<file path="src/rtl/cmd_token_parser.sv">
// cmd_token_parser
// ----------------
// Turns the UART receive byte stream into typed calculator tokens.
// Bytes arrive on a valid/ready handshake. Each byte is classified as a
// digit, an operator, equals, escape or ignorable. Digits accumulate into
// a multi-digit operand, in radix 10, or in radix 16 when HEX_EN is set.
// Tokens leave on a second valid/ready handshake. The legacy one-cycle
// got_* class pulses are still produced for the display and LED logic.
//
// Parameters
//   MAX_DIGITS : maximum digits per operand
//   HEX_EN     : 0 = radix 10; 1 = radix 16, which also accepts A-F and a-f
//   VAL_W      : operand width; 2**VAL_W must be >= RADIX**MAX_DIGITS
//
// Ports
//   clk        in   system clock, rising edge
//   rst        in   asynchronous active-low reset
//   in_valid   in   byte present
//   in_data    in   ASCII byte
//   in_ready   out  byte is accepted this cycle
//   tok_valid  out  token present
//   tok_ready  in   consumer takes the token
//   tok_type   out  0 NUM, 1 OP, 2 EQ, 3 ESC, 4 ERR
//   tok_val    out  operand value for NUM, otherwise 0
//   tok_op     out  operator code for OP (0 '+', 1 '-', 2 '*', 3 '/'), otherwise 0
//   got_dig, got_op, got_eq, got_esc
//              out  one-cycle class pulses, in the cycle after acceptance
//   digit_cnt  out  digits held in the operand in progress

module cmd_token_parser #(
    parameter int unsigned MAX_DIGITS = 4,
    parameter int unsigned HEX_EN     = 0,
    parameter int unsigned VAL_W      = 16
) (
    input  logic                                clk,
    input  logic                                rst,
    input  logic                                in_valid,
    input  logic [7:0]                          in_data,
    output logic                                in_ready,
    output logic                                tok_valid,
    input  logic                                tok_ready,
    output logic [2:0]                          tok_type,
    output logic [VAL_W-1:0]                    tok_val,
    output logic [1:0]                          tok_op,
    output logic                                got_dig,
    output logic                                got_op,
    output logic                                got_eq,
    output logic                                got_esc,
    output logic [$clog2(MAX_DIGITS+1)-1:0]     digit_cnt
);

    localparam int unsigned CNT_W = $clog2(MAX_DIGITS + 1);
    localparam bit          HEX   = (HEX_EN != 0);
    localparam int unsigned RADIX = HEX ? 16 : 10;

    typedef enum logic [2:0] {
        TOK_NUM = 3'd0,
        TOK_OP  = 3'd1,
        TOK_EQ  = 3'd2,
        TOK_ESC = 3'd3,
        TOK_ERR = 3'd4
    } tok_type_e;

    typedef enum logic {
        S_IDLE = 1'b0,
        S_ACC  = 1'b1
    } state_e;

    // ------------------------------------------------------------------
    // Registers
    // ------------------------------------------------------------------
    state_e              state_q, state_d;
    logic [VAL_W-1:0]    acc_q,   acc_d;
    logic [CNT_W-1:0]    cnt_q,   cnt_d;
    logic                ovf_q,   ovf_d;

    // Output token register
    logic                tv_q,    tv_d;
    tok_type_e           tt_q,    tt_d;
    logic [VAL_W-1:0]    tval_q,  tval_d;
    logic [1:0]          top_q,   top_d;

    // Second-token slot. An operator or equals that closes an operand
    // yields two tokens (NUM/ERR, then OP/EQ). The second one waits here
    // and moves into the output register on the first one's handshake.
    logic                pend_q,  pend_d;
    tok_type_e           ptype_q, ptype_d;
    logic [1:0]          pop_q,   pop_d;

    logic                gdig_q,  gdig_d;
    logic                gop_q,   gop_d;
    logic                geq_q,   geq_d;
    logic                gesc_q,  gesc_d;

    // ------------------------------------------------------------------
    // Byte classification
    // ------------------------------------------------------------------
    logic                is_dig;
    logic                is_op;
    logic                is_eq;
    logic                is_esc;
    logic [3:0]          dig_val;
    logic [1:0]          op_code;

    always_comb begin
        is_dig  = 1'b0;
        is_op   = 1'b0;
        is_eq   = 1'b0;
        is_esc  = 1'b0;
        dig_val = '0;
        op_code = '0;

        if ((in_data >= 8'h30) && (in_data <= 8'h39)) begin
            is_dig  = 1'b1;
            dig_val = in_data[3:0];
        end else if (HEX && (((in_data >= 8'h41) && (in_data <= 8'h46)) ||
                             ((in_data >= 8'h61) && (in_data <= 8'h66)))) begin
            // 'A'/'a' have low nibble 1, so adding 9 gives the value 10..15
            is_dig  = 1'b1;
            dig_val = in_data[3:0] + 4'd9;
        end

        case (in_data)
            8'h2B: begin is_op = 1'b1; op_code = 2'd0; end
            8'h2D: begin is_op = 1'b1; op_code = 2'd1; end
            8'h2A: begin is_op = 1'b1; op_code = 2'd2; end
            8'h2F: begin is_op = 1'b1; op_code = 2'd3; end
            8'h3D, 8'h0D: is_eq  = 1'b1;
            8'h1B:        is_esc = 1'b1;
            default: ;
        endcase
    end

    // ------------------------------------------------------------------
    // Handshakes
    // ------------------------------------------------------------------
    logic accept;
    logic tok_hs;

    assign in_ready = !tv_q && !pend_q;
    assign accept   = in_valid && in_ready;
    assign tok_hs   = tv_q && tok_ready;

    // ------------------------------------------------------------------
    // Next-state logic
    // ------------------------------------------------------------------
    always_comb begin
        state_d = state_q;
        acc_d   = acc_q;
        cnt_d   = cnt_q;
        ovf_d   = ovf_q;
        tv_d    = tv_q;
        tt_d    = tt_q;
        tval_d  = tval_q;
        top_d   = top_q;
        pend_d  = pend_q;
        ptype_d = ptype_q;
        pop_d   = pop_q;
        gdig_d  = 1'b0;
        gop_d   = 1'b0;
        geq_d   = 1'b0;
        gesc_d  = 1'b0;

        // accept and tok_hs never coincide: in_ready is low while tv_q is high
        if (tok_hs) begin
            if (pend_q) begin
                tv_d    = 1'b1;
                tt_d    = ptype_q;
                tval_d  = '0;
                top_d   = pop_q;
                pend_d  = 1'b0;
                ptype_d = TOK_NUM;
                pop_d   = '0;
            end else begin
                tv_d    = 1'b0;
                tt_d    = TOK_NUM;
                tval_d  = '0;
                top_d   = '0;
            end
        end else if (accept) begin
            gdig_d = is_dig;
            gop_d  = is_op;
            geq_d  = is_eq;
            gesc_d = is_esc;

            if (is_dig) begin
                if (state_q == S_IDLE) begin
                    acc_d   = VAL_W'(dig_val);
                    cnt_d   = CNT_W'(1);
                    state_d = S_ACC;
                end else if (cnt_q < CNT_W'(MAX_DIGITS)) begin
                    acc_d   = acc_q * VAL_W'(RADIX) + VAL_W'(dig_val);
                    cnt_d   = cnt_q + CNT_W'(1);
                end else begin
                    // Operand full: remember the overflow, keep the value
                    ovf_d   = 1'b1;
                end
            end else if (is_op || is_eq) begin
                tv_d = 1'b1;
                if (state_q == S_ACC) begin
                    tt_d    = ovf_q ? TOK_ERR : TOK_NUM;
                    tval_d  = ovf_q ? '0 : acc_q;
                    top_d   = '0;
                    pend_d  = 1'b1;
                    ptype_d = is_op ? TOK_OP : TOK_EQ;
                    pop_d   = is_op ? op_code : 2'd0;
                end else begin
                    tt_d    = is_op ? TOK_OP : TOK_EQ;
                    tval_d  = '0;
                    top_d   = is_op ? op_code : 2'd0;
                end
                acc_d   = '0;
                cnt_d   = '0;
                ovf_d   = 1'b0;
                state_d = S_IDLE;
            end else if (is_esc) begin
                tv_d    = 1'b1;
                tt_d    = TOK_ESC;
                tval_d  = '0;
                top_d   = '0;
                acc_d   = '0;
                cnt_d   = '0;
                ovf_d   = 1'b0;
                state_d = S_IDLE;
            end
            // Any other byte is consumed silently
        end
    end

    // ------------------------------------------------------------------
    // State register
    // ------------------------------------------------------------------
    always_ff @(posedge clk or negedge rst) begin
        if (!rst) begin
            state_q <= S_IDLE;
            acc_q   <= '0;
            cnt_q   <= '0;
            ovf_q   <= 1'b0;
            tv_q    <= 1'b0;
            tt_q    <= TOK_NUM;
            tval_q  <= '0;
            top_q   <= '0;
            pend_q  <= 1'b0;
            ptype_q <= TOK_NUM;
            pop_q   <= '0;
            gdig_q  <= 1'b0;
            gop_q   <= 1'b0;
            geq_q   <= 1'b0;
            gesc_q  <= 1'b0;
        end else begin
            state_q <= state_d;
            acc_q   <= acc_d;
            cnt_q   <= cnt_d;
            ovf_q   <= ovf_d;
            tv_q    <= tv_d;
            tt_q    <= tt_d;
            tval_q  <= tval_d;
            top_q   <= top_d;
            pend_q  <= pend_d;
            ptype_q <= ptype_d;
            pop_q   <= pop_d;
            gdig_q  <= gdig_d;
            gop_q   <= gop_d;
            geq_q   <= geq_d;
            gesc_q  <= gesc_d;
        end
    end

    // ------------------------------------------------------------------
    // Outputs
    // ------------------------------------------------------------------
    assign tok_valid = tv_q;
    assign tok_type  = tt_q;
    assign tok_val   = tval_q;
    assign tok_op    = top_q;
    assign got_dig   = gdig_q;
    assign got_op    = gop_q;
    assign got_eq    = geq_q;
    assign got_esc   = gesc_q;
    assign digit_cnt = cnt_q;

endmodule

</file>
<file path="config.mk">
export PLATFORM = sky130hd
export DESIGN_NAME = cmd_token_parser
export DESIGN_NICKNAME = d
export VERILOG_FILES = /design/src/rtl/cmd_token_parser.sv
export SDC_FILE = /design/constraint.sdc
export NUM_CORES = 1
export LEC_CHECK = 0
export ABC_AREA = 1
export CAP_MARGIN = 5
export CORE_ASPECT_RATIO = 0.7
export CORE_MARGIN = 2
export CORE_UTILIZATION = 29
export DETAILED_ROUTE_END_ITERATION = 16
export GPL_ROUTABILITY_DRIVEN = 1
export PLACE_DENSITY = 0.45
export SLEW_MARGIN = 10
export SYNTH_ARGS = -nofsm -noshare
export SYNTH_HDL_FRONTEND = slang
export SYNTH_SLANG_ARGS = --single-unit
</file>
<file path="constraint.sdc">
create_clock -name clk -period 2.9 [get_ports clk]
set_input_delay 0.435 -clock clk [delete_from_list [all_inputs] [get_ports clk]]
set_output_delay 0.435 -clock clk [all_outputs]
set_load 0.03 [all_outputs]
</file>
; Yosys cells after proc, flatten, opt, wreduce, memory -nomap -nowiden
; Index checks and enable logic that the tools add are counted.
[op_classes]
shifts = 0
reduce_logical = 20
n_bitwise = 1
mul = 1
add_sub_neg = 2
n_lt_le_gt_ge = 3
n_mux = 76
n_div = 0
eq_ne = 12
[op_table]
columns = operator, n
row1 = two-way mux 16 bit, 11
row2 = two-way mux 3 bit, 19
row3 = "equality test 8 x 6 -> 1 bit, second input constant", 5
row4 = two-way mux 2 bit, 15
row5 = two-way mux 1 bit, 29
row6 = adder 16 x 4 -> 16 bit, 1
row7 = "multiplier 16 x 3 -> 15 bit, second input constant", 1
row8 = AND reduction 5 bit, 2
row9 = "equality test 8 x 4 -> 1 bit, second input constant", 1
row10 = "equality test 8 x 5 -> 1 bit, second input constant", 1
row11 = "greater-or-equal comparator 8 x 6 -> 1 bit, second input constant", 1
row12 = "less-or-equal comparator 8 x 6 -> 1 bit, second input constant", 1
row13 = AND reduction 4 bit, 2
row14 = "inequality test 2 bit, second input constant", 3
row15 = case mux 2 bit (3 select lines), 1
row16 = AND reduction 3 bit, 2
row17 = nonzero test 2 bit, 3
row18 = nonzero test 3 bit, 2
row19 = logical AND 1 bit, 4
row20 = two-way mux 4 bit, 1
row21 = OR reduction 4 bit, 1
row22 = "adder 3 x 1 -> 3 bit, second input constant", 1
row23 = "less-than comparator 3 bit, second input constant", 1
row24 = "inequality test 3 x 2 -> 1 bit, second input constant", 1
row25 = other kinds (5), 6
[word_totals]
mem_bits_ro = 0
wordCells = 130
output_inout_bits = 30
latch_bits = 0
mem_bits_rw = 0
ff_bits = 53
n_memories = 0

; Logic depth before layout (Yosys ltp)
[logic_depth]
ltp_word = 9
depth_mapped = 19
depth_no_buf = 19

; Worst setup path after synthesis
; No wires, ideal clock.
[synth_timing]
kind = reg-to-reg
from = register acc_q[1]
to = register acc_q[14]
slack_ns = 0.357
arrival_time_ns = 2.427
period_less_slack_ns = 2.543
stages_incl_launch_ff = 17
setup_ns = 0.116
path_cell_list = dfrtp_1 ha_1 ha_1 fa_1 nand2_1 nor2_1 nand2_1 nand2_1 nand2_1 nor2_1 nand2_1 nor2_1 nand3_1 nor2_1 nor2_1 nand2_1 nand2_1
[synth_between]
elab_chain_cells = 5
[synth_lines]
columns = item, line
row1 = from (decl), 73  ; logic [VAL_W-1:0] acc_q, acc_d;
row2 = from (signal assigned), 236  ; acc_q <= '0;
row3 = from (signal assigned), 252  ; acc_q <= acc_d;
row4 = multiplier 16 x 3 -> 15 bit, 192  ; acc_d = acc_q * VAL_W'(RADIX) + VAL_W'(dig_val);
row5 = adder 16 x 4 -> 16 bit, 192
row6 = two-way mux 16 bit, 191  ; end else if (cnt_q < CNT_W'(MAX_DIGITS)) begin
row7 = two-way mux 16 bit, 187  ; if (state_q == S_IDLE) begin
row8 = two-way mux 16 bit, 186  ; if (is_dig) begin
; No other way between the ends. The select of a mux whose other input is x is not followed.
; A chain may end at the register's enable or synchronous reset.

; Worst setup path in the final report
[layout_timing]
from = input in_data[4]
to = register acc_q[11]
[layout_between]
elab_chain_cells = 7
word_cells_on_any_way = 26
classes_between = add/sub: 1 / order compare: 2 / eq/ne: 8 / mux: 9 / reduce/logical: 6
[layout_lines]
columns = item, line
row1 = from (decl), 38  ; input logic [7:0] in_data,
row2 = greater-or-equal comparator 8 x 6 -> 1 bit / less-or-equal comparator 8 x 6 -> 1 bit (equally long branches), 113  ; if ((in_data >= 8'h30) && (in_data <= 8'h39)) begin
row3 = logical AND 1 bit, 113
row4 = two-way mux 4 bit, 113
row5 = adder 16 x 4 -> 16 bit, 192
row6 = two-way mux 16 bit, 191
row7 = two-way mux 16 bit, 187
row8 = two-way mux 16 bit, 186
; Parallel ways exist; a longest one is shown, timed or not. The select of a mux whose other input is x is not followed.

==> summary.txt <==
Synthesis
  – Synthesized flop and latch total: 52
  – Area fraction of the dominant cell type after synthesis: 36.5%
  – Synth warn: 0
  – Post-Synthesis Cells: 467
  – Synth cell types: 39
  – Post-Syn Nets: 508
  – Synth cell count leaders: nand2_1, inv_1, dfrtp_1
  – Register area share after synthesis: 36.5%
  – EDFF count, synth: 0
  – Top FF cell, synth: dfrtp_1
  – Synth area leaders: dfrtp_1, nand2_1, ha_1
  – Most common cell in the netlist: nand2_1
  – Syn Area/Cell: 7.64 sq um
  – Post-Syn Area: 3570 sq um
  – Area leader, netlist: dfrtp_1
  – Async SR Flop Fraction: 100%

Finish
  – Final nets: 573
  – Final Cell Area: 4490 sq um
  – Fillcell total: 1223
  – Antenna Cells: 0
  – Share of cells above drive strength 1: 15.8%
  – P&R area growth vs syn: 25.8%
  – Fin cells: 690

Setup path
  – Critical Setup Path Class: in2reg
  – Startpoint types: input pin
  – Arr. time, crit path: 2.88 ns
  – Crit path max fanout: 4
  – Worst-case reg-to-reg path depth: 16
  – Critical path capture point type: flip-flop
  – Required time of the critical path: 3.08 ns

STA
  – Min Hold Slack: 0.0664 ns
  – Tmin final: 2.71 ns
  – Final setup TNS: 0 ns
  – Setup violators final: 0
  – Clk_skew: 0.00666 ns
  – Slew @ Worst Pin: 0.887 ns
  – Max Clock Freq: 369 MHz
  – Crit share post-route: 93.4%
  – Max Slew Vio Count: 0
  – Slew margin rel.: 40.7%
  – Final Hold Viols: 0

Floorplan
  – Top Ports: 42
  – Die W: 137 microns
  – Die area: 13200 sq um
  – Die height: 96.8 microns
  – Core area: 11900 sq um
  – Row count: 33
  – Initial cell density of the core: 30.1%

Power and ir drop
  – Worst vdd ir: 0.000258 V
  – P_leak: 0.00222 uW
  – Register share of total power: 29.9%
  – PnR Total Power: 3290 uW
  – Combinational Power Share: 51.2%
  – Clock power frac: 19.0%
  – Int Power: 1780 uW
  – PwrDens: 732 nW/um^2
  – NetSw: 1500 uW
  – Sw Ratio: 45.7%

Hold path
  – Worst Hold Class: in2async

Global routing
  – Initial antenna violation count: 0
  – Vias in the first global route: 2983
  – Met2 usage: 20.5%
  – First-pass GRT wire length: 15600 microns
  – GRT overflow: 0
  – GR peak layer: met1
  – Total GRT Usage: 15.1%
  – Grt met1 use: 24.2%
  – Largest net degree at the start of global routing: 36
  – Met3 usage: 2.88%

Clock network
  – CTS max path bufs: 2
  – Num CTS Buffers: 5
  – CTS root buffer: clkbuf_16
  – H-tree Lvls: 2
  – Hold buffers post-CTS: 0
  – Clock latency on the worst-skew pair: 0.30 ns
  – Reg clk slew, reported paths: 0.07 ns
  – Clock sink count: 52
  – Clock tree from TritonCTS: built

Routing
  – Starting DRT DRC Count: 143
  – Vias per cell: 4.53
  – Total number of vias: 3129
  – Final wirelength: 9270 microns
  – Post-DR wirelength/cell: 13.4 microns
  – DRC: 0
  – Final ANT Viol Nets: 0
  – Number of iterations in the first detailed-routing pass: 4

Place
  – Gpl congestion: 0.827
  – Placed Cells: 680
  – DP HPWL: 7350 microns
  – DP Area: 4270 sq um
  – IO Port Bufs: 41

Outcome
  – Status: finished clean

Flow run
  – Max-cap violation count: 0
worst max-delay path, stage by stage:
cell	delay, ns
clkdlybuf4s50_1	0.49
inv_2	0.06
nor3_4	0.17
nand2_2	0.11
nor2_2	0.14
ha_2	0.20
fa_2	0.20
nand2_1	0.07
nand2_1	0.08
nand3_1	0.09
nor2_1	0.09
nand2_1	0.08
nor2_2	0.16
nand3_2	0.12
buf_4	0.15
xnor2_1	0.12
o22ai_1	0.09
power groups by stage:
stage / sequential (uW) / clock [uW] / combinational, uW
CTS: 984 / 649 / 1650
finish: 981 / 624 / 1680
detailed placement: 997 / 0 / 1630
floorplan: 1040 / 0 / 1130
global route: 1000 / 688 / 1920
global placement: 998 / 0 / 1630
layout make-up:
cell class | count | area (sq um) | share of cell area, %
Clock buffer | 5 | 125 | 2.79
Timing Repair Buffer | 65 | 591 | 13.2
Tap cell | 157 | 196 | 4.38
Clock inverter | 3 | 27.5 | 0.613
Multi-Input combinational cell | 338 | 1980 | 44.2
Sequential cell | 52 | 1300 | 29.0
Inverter | 70 | 264 | 5.88
through the flow:
stage	worst slack, ns	utilization (%)
6_report	0.192	37.9
5_1_grt	-0.0228	37.9
4_1_cts	0.134	37.3
3_5_place_dp	-0.140	36.0
3_3_place_gp	-0.0792	36.0
2_1_floorplan	0.357	-
final timing paths:
kind	endpoint	slack [ns]	startpoint
worst max-delay path	acc_q[11]	0.19	in_data[4]
worst min-delay path	tok_op[1]	0.07	rst
worst max register to register	acc_q[14]	0.24	acc_q[3]
worst min register to register	ptype_q[1]	0.48	ptype_q[1]
max in group asynchronous	got_esc	2.22	rst
min in group clk	ptype_q[1]	0.48	ptype_q[1]
flip-flops by register name, summed over array words and instances, names as in the netlist, 2 cells and up:
name / flops
acc_q: 16
tok_val: 16
digit_cnt: 3
tok_type: 3
pop_q: 2
ptype_q: 2
tok_op: 2
cell families after synthesis:
| group | count (synthesis) | share of synthesized area, % |
|---|---|---|
| adder cells (fa/ha/maj) | 29 | 10.6 |
| flip-flops | 52 | 36.5 |
| AND/OR/NAND/NOR | 238 | 29.9 |
| buffers and inverters | 77 | 9.16 |
| AO/OA/AOI/OAI | 66 | 12.7 |
| XOR/XNOR | 5 | 1.23 |
what timing repair did:
action,in CTS,in global routing
setup buffers,0,2
gates resized for setup,0,16
endpoints found under the setup margin,0,6
layer usage:
layer	vias up	routed length [microns]	share of wire (%)
li1	1653	-	-
met1	1413	5130	55
met2	56	3650	39
met3	7	401	4.3
met4	0	94	1.0
met5	-	0	0
cells in the final DEF, fill, tap and decap left out, types with 8 or more instances in the layout:
cell and n:
a21oi_1 10, buf_4 24, clkdlybuf4s50_1 38, dfrtp_1 52, ha_1 25, inv_1 60, inv_2 8, nand2_1 135
nand3_1 33, nor2_1 32, nor2_2 9, o21ai_0 10, o21ai_1 15, o31ai_2 8
(Power assumes the default switching activity.)
